<file path="config.mk">
export PLATFORM = sky130hd
export DESIGN_NAME = mips_prog_loader
export DESIGN_NICKNAME = d
export VERILOG_FILES = /design/src/rtl/mips_prog_loader.sv
export SDC_FILE = /design/constraint.sdc
export NUM_CORES = 1
export LEC_CHECK = 0
export ABC_AREA = 1
export CORE_MARGIN = 4
export CORE_UTILIZATION = 30
export CTS_CLUSTER_DIAMETER = 120
export CTS_CLUSTER_SIZE = 40
export DETAILED_ROUTE_END_ITERATION = 8
export PLACE_DENSITY_LB_ADDON = 0.12
export RECOVER_POWER = 50
export SETUP_SLACK_MARGIN = 0.05
export SLEW_MARGIN = 0
export SYNTH_ARGS = -nofsm -noshare
export SYNTH_HDL_FRONTEND = slang
export SYNTH_SLANG_ARGS = --single-unit
</file>
<file path="constraint.sdc">
create_clock -name clk1 -period 3.25 [get_ports clk1]
set_input_delay 0.65 -clock clk1 [delete_from_list [all_inputs] [get_ports clk1]]
set_output_delay 0.65 -clock clk1 [all_outputs]
set_load 0.01 [all_outputs]
</file>
<file path="src/rtl/mips_prog_loader.sv">
// Boot loader: parses a framed byte stream into big-endian words, writes them to
// core memory, then releases the core at the load address or parks it on error.
module mips_prog_loader #(
    parameter int unsigned ADDR_W = 10
) (
    input  logic              clk1,
    input  logic              rst,
    input  logic              in_valid,
    input  logic [7:0]        in_data,
    output logic              in_ready,
    output logic              mem_we,
    output logic [ADDR_W-1:0] mem_addr,
    output logic [31:0]       mem_wdata,
    output logic              cpu_run,
    output logic [ADDR_W-1:0] pc_init,
    output logic              busy,
    output logic              done,
    output logic              err
);

    localparam logic [16:0] DEPTH = 17'(1) << ADDR_W;

    typedef enum logic [2:0] {HDR, DATA, CSUM, RUN, ERR} state_t;

    state_t            state;
    logic [1:0]        hdr_cnt;
    logic [1:0]        byte_cnt;
    logic [23:0]       hdr_buf;
    logic [15:0]       remain;
    logic [ADDR_W-1:0] addr;
    logic [23:0]       word;
    logic [7:0]        sum;

    logic              accept;
    logic [15:0]       hdr_addr;
    logic [15:0]       hdr_len;
    logic [16:0]       hdr_end;
    logic              hdr_bad;
    logic [7:0]        sum_nxt;
    logic [31:0]       word_nxt;

    // Header fields are complete only while the 4th header byte is on in_data.
    assign accept   = in_valid & in_ready;
    assign hdr_addr = hdr_buf[23:8];
    assign hdr_len  = {hdr_buf[7:0], in_data};
    assign hdr_end  = {1'b0, hdr_addr} + {1'b0, hdr_len};
    assign hdr_bad  = (hdr_addr[15:ADDR_W] != '0) || (hdr_end > DEPTH);
    assign sum_nxt  = sum + in_data;
    assign word_nxt = {word, in_data};

    always_ff @(posedge clk1) begin
        if (rst) begin
            state     <= HDR;
            hdr_cnt   <= 2'd0;
            byte_cnt  <= 2'd0;
            hdr_buf   <= 24'd0;
            remain    <= 16'd0;
            addr      <= '0;
            word      <= 24'd0;
            sum       <= 8'd0;
            in_ready  <= 1'b1;
            mem_we    <= 1'b0;
            mem_addr  <= '0;
            mem_wdata <= 32'd0;
            cpu_run   <= 1'b0;
            pc_init   <= '0;
            busy      <= 1'b0;
            done      <= 1'b0;
            err       <= 1'b0;
        end else begin
            mem_we <= 1'b0;
            if (accept) begin
                case (state)
                    HDR: begin
                        sum     <= sum_nxt;
                        busy    <= 1'b1;
                        hdr_cnt <= hdr_cnt + 2'd1;
                        hdr_buf <= {hdr_buf[15:0], in_data};
                        if (hdr_cnt == 2'd3) begin
                            pc_init <= hdr_addr[ADDR_W-1:0];
                            if (hdr_bad) begin
                                state    <= ERR;
                                err      <= 1'b1;
                                busy     <= 1'b0;
                                in_ready <= 1'b0;
                            end else begin
                                addr   <= hdr_addr[ADDR_W-1:0];
                                remain <= hdr_len;
                                state  <= (hdr_len == 16'd0) ? CSUM : DATA;
                            end
                        end
                    end
                    DATA: begin
                        sum      <= sum_nxt;
                        word     <= word_nxt[23:0];
                        byte_cnt <= byte_cnt + 2'd1;
                        if (byte_cnt == 2'd3) begin
                            mem_we    <= 1'b1;
                            mem_addr  <= addr;
                            mem_wdata <= word_nxt;
                            addr      <= addr + ADDR_W'(1);
                            remain    <= remain - 16'd1;
                            if (remain == 16'd1) state <= CSUM;
                        end
                    end
                    CSUM: begin
                        sum      <= sum_nxt;
                        busy     <= 1'b0;
                        in_ready <= 1'b0;
                        if (sum_nxt == 8'd0) begin
                            state   <= RUN;
                            cpu_run <= 1'b1;
                            done    <= 1'b1;
                        end else begin
                            state <= ERR;
                            err   <= 1'b1;
                        end
                    end
                    default: ;
                endcase
            end
        end
    end

endmodule

</file>
==> run metrics, run 1 <==
status finished clean; critical path type primary input to flop; Pwr per Cell Area 705 mW/mm^2; relative slew slack 0.363; initial drt markers 385; clk root buf clkbuf_16; CTS Hold Bufs 0; Crit. End Element flop; Hold EP hdr_cnt[0]$_SDFFE_PP0P_; leakage 4.34 nW; clock tree buffer depth 2; CTS Buf Count 17; Tcrit/Tclk final 0.909; Initial Utilization 0.304; combinational fraction of design power 0.349; met1 usage 0.223; gr usage total 0.163; Post-Syn Area per Cell 6.86 um^2; Hold Path Class flop to flop; clk_skew 0.0125 ns; largest net degree at the start of global routing 56; Setup Viol. Count Final 0; final net count 1,191; syn_nets 1,116; CTS tree built; Fin. Hold Viols 0; crit-path max FO 20; asr flop ratio synth 0; share of layout cells above drive strength 1 0.0731; Worst path slowest cell clkdlybuf4s50_1; slowest stage delay, CP 0.43 ns; Startpoint Class primary input; sequential power share 0.350; die footprint 0.0272 mm^2; Vias 6,900; Post-CTS Setup Repair Bufs 0; Synth Flop Type dfxtp_1; most frequent cell on the critical path nand2_1; power consumption 6.47 mW; CP required 3.61 ns; chip height 165 um; worst hold start hdr_cnt[0]$_SDFFE_PP0P_; die width 165 um; Slew Viols, Final 0; Critical Path AT 3.32 ns; flop-to-flop setup slack 0.60 ns; clk slew on worst S/H paths 0.07 ns; H-tree depth 4; placed cells 1,455; Distinct cells, synth 38; Routability Congestion 0.833; placed cell areas 0.00860 mm^2; worst slew pin tran 0.952 ns; depth of the worst hold-timing path 1; top-count cell post-synth nand2_1; Post-Syn Area 0.00738 mm^2; Detail Route Antenna Nets 0; RR Endpoint remain[6]$_SDFFE_PP0P_; Synth top cells by count 208 x nand2_1, 147 x nor2_1, 146 x dfxtp_1; Ys Warns 0; Rows 57; FF-to-FF Start hdr_buf[8]$_SDFFE_PP0P_; core area 0.0242 mm^2; Antenna Cells 0; cts repair resizes 0; port bufs 68; drt total wl 21,500 um; Clock Sinks 146; post-route cell area 0.00918 mm^2; global-route wire length before repair 34,800 um; Yosys reg bits 146; VDD IR max 0.319 mV; Final min period 2.96 ns; post-synthesis sequential area ratio 0.396; vias per cell 4.64; max-cap violations 0; Sw Ratio 0.399; Skew-Pair Late Insertion Delay 0.43 ns; R2R depth 17; router iterations before antenna repair 4; detailed placer's ending HPWL 16,000 um; synth top area cells dfxtp_1 40%, nand2_1 11%, o21ai_0 7.7%, nor2_1 7.5%, a21oi_1 6.5%; FMAX 338 MHz; wire per inst 14.5 um; post-synth top area share 0.396; number of global-route vias before repair 6,500; routing usage on met3 0.0275; crit path cell chain clkdlybuf4s50_1 -> ha_1 -> fa_1 -> or2_2 -> nor2_1 -> nand3_1 -> nor2_1 -> nand2_1 -> nor2_1 -> nand2_1 -> nand2_1 -> nand3_2 -> nand2_2 -> nand2_2 -> buf_12 -> nand2_1 -> nand2_1 -> nor2_1; clock group share of total power 0.300; CP bufs+invs 2; final non-filler cell total 1,487; initial antenna violation count 0; CP delay by family, top simple AND/OR/NAND/NOR gates; synth-to-layout area growth 24.4%; GRT overflow 0; gr busiest metal met2; RSZ-0062 raised after global routing false; number of remaining DRC errors 0; Yosys top cell by area dfxtp_1; I/O Pins 69; post-synthesis cell count 1,075; met2 Use GR 0.263; sw power 2.58 mW; internal power 3.89 mW; Post-synth EDFFs 0
## worst reg2reg max path, delay by kind of cell (launching register included)
kind | cells | cell delay [ns]
DFF | 1 | 0.39
buffers and inverters | 1 | 0.17
adders and majority gates | 2 | 0.62
and+or+nand+nor | 14 | 1.42
## registers in the layout, indices dropped and copies added (netlist names), 2 cells and up
| signal | count |
|---|---|
| state | 3 |
| mem_addr | 10 |
| hdr_buf | 24 |
| sum | 8 |
| remain | 16 |
| mem_wdata | 32 |
| word | 24 |
| addr | 10 |
| pc_init | 10 |
| hdr_cnt | 2 |
| byte_cnt | 2 |
## power groups by stage
stage / Combinational (mW) / Sequential [mW] / Clock (mW)
final: 2.26 / 2.27 / 1.94
after global routing: 2.60 / 2.30 / 2.08
after CTS: 2.31 / 2.27 / 2.00
after detailed placement: 2.29 / 2.31 / 0
after global placement: 2.30 / 2.31 / 0
after floorplan: 1.62 / 2.22 / 0
## cell usage in the layout, fill, tap and decap left out, types with 2 or more instances in the layout
master / synthesis / routed
buf_12: 0 / 5
o21ai_0: 114 / 114
nor2_2: 1 / 2
xor2_1: 12 / 12
nor2_1: 147 / 146
ha_1: 28 / 28
or2_2: 3 / 3
clkinvlp_4: 0 / 4
inv_8: 0 / 6
nand3b_1: 12 / 12
clkbuf_16: 0 / 17
clkbuf_1: 39 / 3
o22ai_1: 2 / 2
a21oi_1: 96 / 96
inv_2: 2 / 2
nor3_1: 4 / 4
nor4_1: 5 / 5
clkdlybuf4s50_1: 0 / 9
nand3_1: 72 / 72
xnor2_1: 4 / 4
nand2_1: 208 / 208
nand2_2: 6 / 6
buf_4: 4 / 30
clkinv_8: 0 / 3
o211ai_1: 6 / 6
nand3_2: 2 / 2
fa_1: 2 / 2
dfxtp_1: 146 / 146
dlygate4sd3_1: 0 / 59
a211oi_1: 9 / 9
nand4_1: 9 / 9
inv_1: 125 / 124
## per-stage QoR
stage / setup TNS [ns] / setup slack, ns / hold WS, ns / utilization
6_report: 0 / 0.295 / 0.458 / 0.378
4_1_cts: 0 / 0.305 / 0.460 / 0.379
2_1_floorplan: 0 / 0.485 / 0.429 / -
3_3_place_gp: -1.24 / -0.0718 / 0.451 / 0.355
5_1_grt: 0 / 0.0938 / 0.486 / 0.378
3_5_place_dp: -2.86 / -0.137 / 0.453 / 0.355
## how the worst max path moves through the flow
stage / start / to / slack, ns / cells past startpoint
6_report: in_data[0] / remain[6]$_SDFFE_PP0P_ / 0.29 / 18
5_1_grt: in_data[4] / remain[6]$_SDFFE_PP0P_ / 0.09 / 18
4_1_cts: in_data[0] / remain[6]$_SDFFE_PP0P_ / 0.30 / 18
3_5_place_dp: in_data[0] / addr[7]$_SDFFE_PP0P_ / -0.14 / 17
3_3_place_gp: in_data[0] / remain[6]$_SDFFE_PP0P_ / -0.07 / 17
2_1_floorplan: in_data[0] / remain[6]$_SDFFE_PP0P_ / 0.49 / 16
## metal layers
layer,share of wire,routed length (um),up-vias
met1,0.50,10800,3124
met2,0.45,9740,111
met5,0,0,-
met3,0.033,712,16
li1,-,-,3649
met4,0.014,305,0
## cells by family (layout without fill, tap and decap cells)
family	after synthesis	after routing	share of synthesized area
AND/OR/NAND/NOR	474	474	0.273
AO/OA/AOI/OAI	231	231	0.164
buffers and inverters	177	265	0.0940
flip-flops	146	146	0.396
adder cells (fa/ha/maj)	30	30	0.0529
XOR/XNOR	16	16	0.0190
multiplexers	1	1	0.00136
## area by class of cell
class,count,area (um^2)
multi-input cells,752,3760
well taps,324,405
clock buffers,17,425
clock inverters,15,164
repair buffers,106,1020
fillers,2639,15100
inverters,127,478
flip-flops and latches,146,2920
No activity file was read; power rests on OpenSTA's default activity.
==> run 2: changes to the inputs <==
Settings changed: PLACE_DENSITY from default to 0.54, PLACE_DENSITY_LB_ADDON 0.12 to default.
==> run metrics, run 2 (synthesis results as in run 1) <==
status finished clean; number of remaining DRC errors 0 (unchanged); Detail Route Antenna Nets 0 (unchanged); most flop-heavy register mem_wdata; CTS Hold Bufs 0 (unchanged); GRT overflow 0 (unchanged); Final min period 2.97 ns (+0.0176 ns); Pwr per Cell Area 698 mW/mm^2 (-1.0%); most frequent cells in the layout 208 x nand2_1, 146 x dfxtp_1, 145 x nor2_1; CTS tree built; Final Util 0.374 (-0.00444); max reg flops 32 (unchanged); die footprint 0.0272 mm^2 (unchanged); slowest stage delay, CP 0.44 ns (about the same); crit-path max FO 16 (-20%); Post-CTS Setup Repair Bufs 0 (unchanged); chip height 165 um (unchanged); Skew-Pair Late Insertion Delay 0.43 ns (about the same); largest net degree at the start of global routing 43 (-23%); Crit. End Element flop; wire per inst 14.1 um (-2.2%); core area 0.0242 mm^2 (unchanged); die width 165 um (unchanged); power consumption 6.33 mW (-2.2%); VDD IR max 0.438 mV (+37%); FMAX 336 MHz (-0.59%); Clock Sinks 146 (unchanged); initial drt markers 511 (+33%); share of layout cells above drive strength 1 0.0700 (-0.00308); clk slew on worst S/H paths 0.06 ns (about the same); clock tree buffer depth 2 (unchanged); synth-to-layout area growth 22.9%; I/O Pins 69 (unchanged); critical path type primary input to flop; number of global-route vias before repair 6,356 (-2.2%); router iterations before antenna repair 5 (+1); Fin. Hold Viols 0 (unchanged); detailed placer's ending HPWL 15,200 um (-4.5%); crit path cell chain clkdlybuf4s50_1 -> ha_1 -> fa_1 -> or2_2 -> nor2_1 -> nand3_1 -> nor2_1 -> nand2_1 -> nor2_1 -> nand2_1 -> nand2_1 -> nand3_2 -> nand2_2 -> nand2_2 -> buf_12 -> nand2_1 -> nand2_1 -> nor2_1; port bufs 68 (unchanged); commonest non-fill, non-tap cell in the layout nand2_1; max-cap violations 0 (unchanged); Startpoint Class primary input; Tcrit/Tclk final 0.915 (+0.00542); gr usage total 0.157 (-0.00573); Slew Viols, Final 0 (unchanged); relative slew slack 0.345 (-0.0186); CTS Buf Count 17 (unchanged); H-tree depth 4 (unchanged); CP required 3.62 ns (about the same); Setup Viol. Count Final 0 (unchanged); worst slew pin tran 0.978 ns (+0.0260 ns); cts repair resizes 0 (unchanged); Vias 6,871 (-0.42%); drt total wl 21,000 um (-2.6%); leakage 4.29 nW (-1.1%); final net count 1,186 (-0.42%); top flop regs mem_wdata (32), hdr_buf (24), word (24); global-route wire length before repair 33,600 um (-3.3%); Critical Path AT 3.34 ns (+0.02 ns); Initial Utilization 0.304 (unchanged); Routability Congestion 0.840 (+0.83%); Worst path slowest cell clkdlybuf4s50_1; Rows 57 (unchanged); most frequent cell on the critical path nand2_1; RSZ-0062 raised after global routing false; vias per cell 4.64 (about the same); clk_skew 0.00938 ns (-0.00316 ns); Hold Path Class flop to flop; initial antenna violation count 0 (unchanged); Antenna Cells 0 (unchanged); clk root buf clkbuf_16
run 2: changes by cell type in the layout (fill, tap and decap cells not counted), sizes merged:
cell	delta
clkbuf	+3
clkdlybuf4s50	-1
inv	-3
dlygate4sd3	+1
buf	-6
run 2: cell type report:
class / count / area (um^2)
sequential: 146 / 2920
clock inverter: 12 / 103
clock buffer: 19 / 453
inverter: 127 / 478
timing repair buffer: 101 / 941
tap: 324 / 405
multi-input combinational: 752 / 3770
fill: 2564 / 15200
run 2: worst paths after layout:
| path | from | to | slack [ns] | depth (start not counted) |
|---|---|---|---|---|
| setup reg to reg | hdr_buf[8]$_SDFFE_PP0P_ | addr[4]$_SDFFE_PP0P_ | 0.52 | 17 |
| setup / recovery | in_data[0] | addr[4]$_SDFFE_PP0P_ | 0.28 | 18 |
| hold / removal | err$_SDFFE_PP0P_ | err$_SDFFE_PP0P_ | 0.46 | 2 |
| hold reg to reg | err$_SDFFE_PP0P_ | err$_SDFFE_PP0P_ | 0.46 | 2 |
run 2: critical path, delay by kind of cell:
kind,cells,cell delay [ns]
AND/OR/NAND/NOR,14,1.42
adder cells (fa/ha/maj),2,0.66
buffers and inverters,2,0.60
run 2: through the flow:
stage	TNS, ns	setup slack [ns]	hold WS, ns	std cells	cell area [um^2]
floorplan	0	0.485	0.429	1075	7380
global placement	-1.69	-0.0919	0.440	1450	8550
detailed placement	-2.89	-0.134	0.449	1450	8550
CTS	0	0.314	0.461	1481	9110
global route	0	0.0438	0.484	1481	9070
finish	0	0.277	0.457	1481	9070
run 2: report_power, final:
group | leakage (nW) | switching (mW) | total (mW) | internal [mW]
clock network | 0.266 | 0.821 | 1.85 | 1.03
registers | 1.19 | 0.225 | 2.26 | 2.04
logic | 2.84 | 1.41 | 2.21 | 0.802
run 2: layer usage:
metal	share of wire	routed length (um)	GRT usage
met1	0.49	10300	0.210
met2	0.46	9540	0.257
met3	0.034	719	0.0289
met4	0.018	367	0.0484
met5	0	0	0
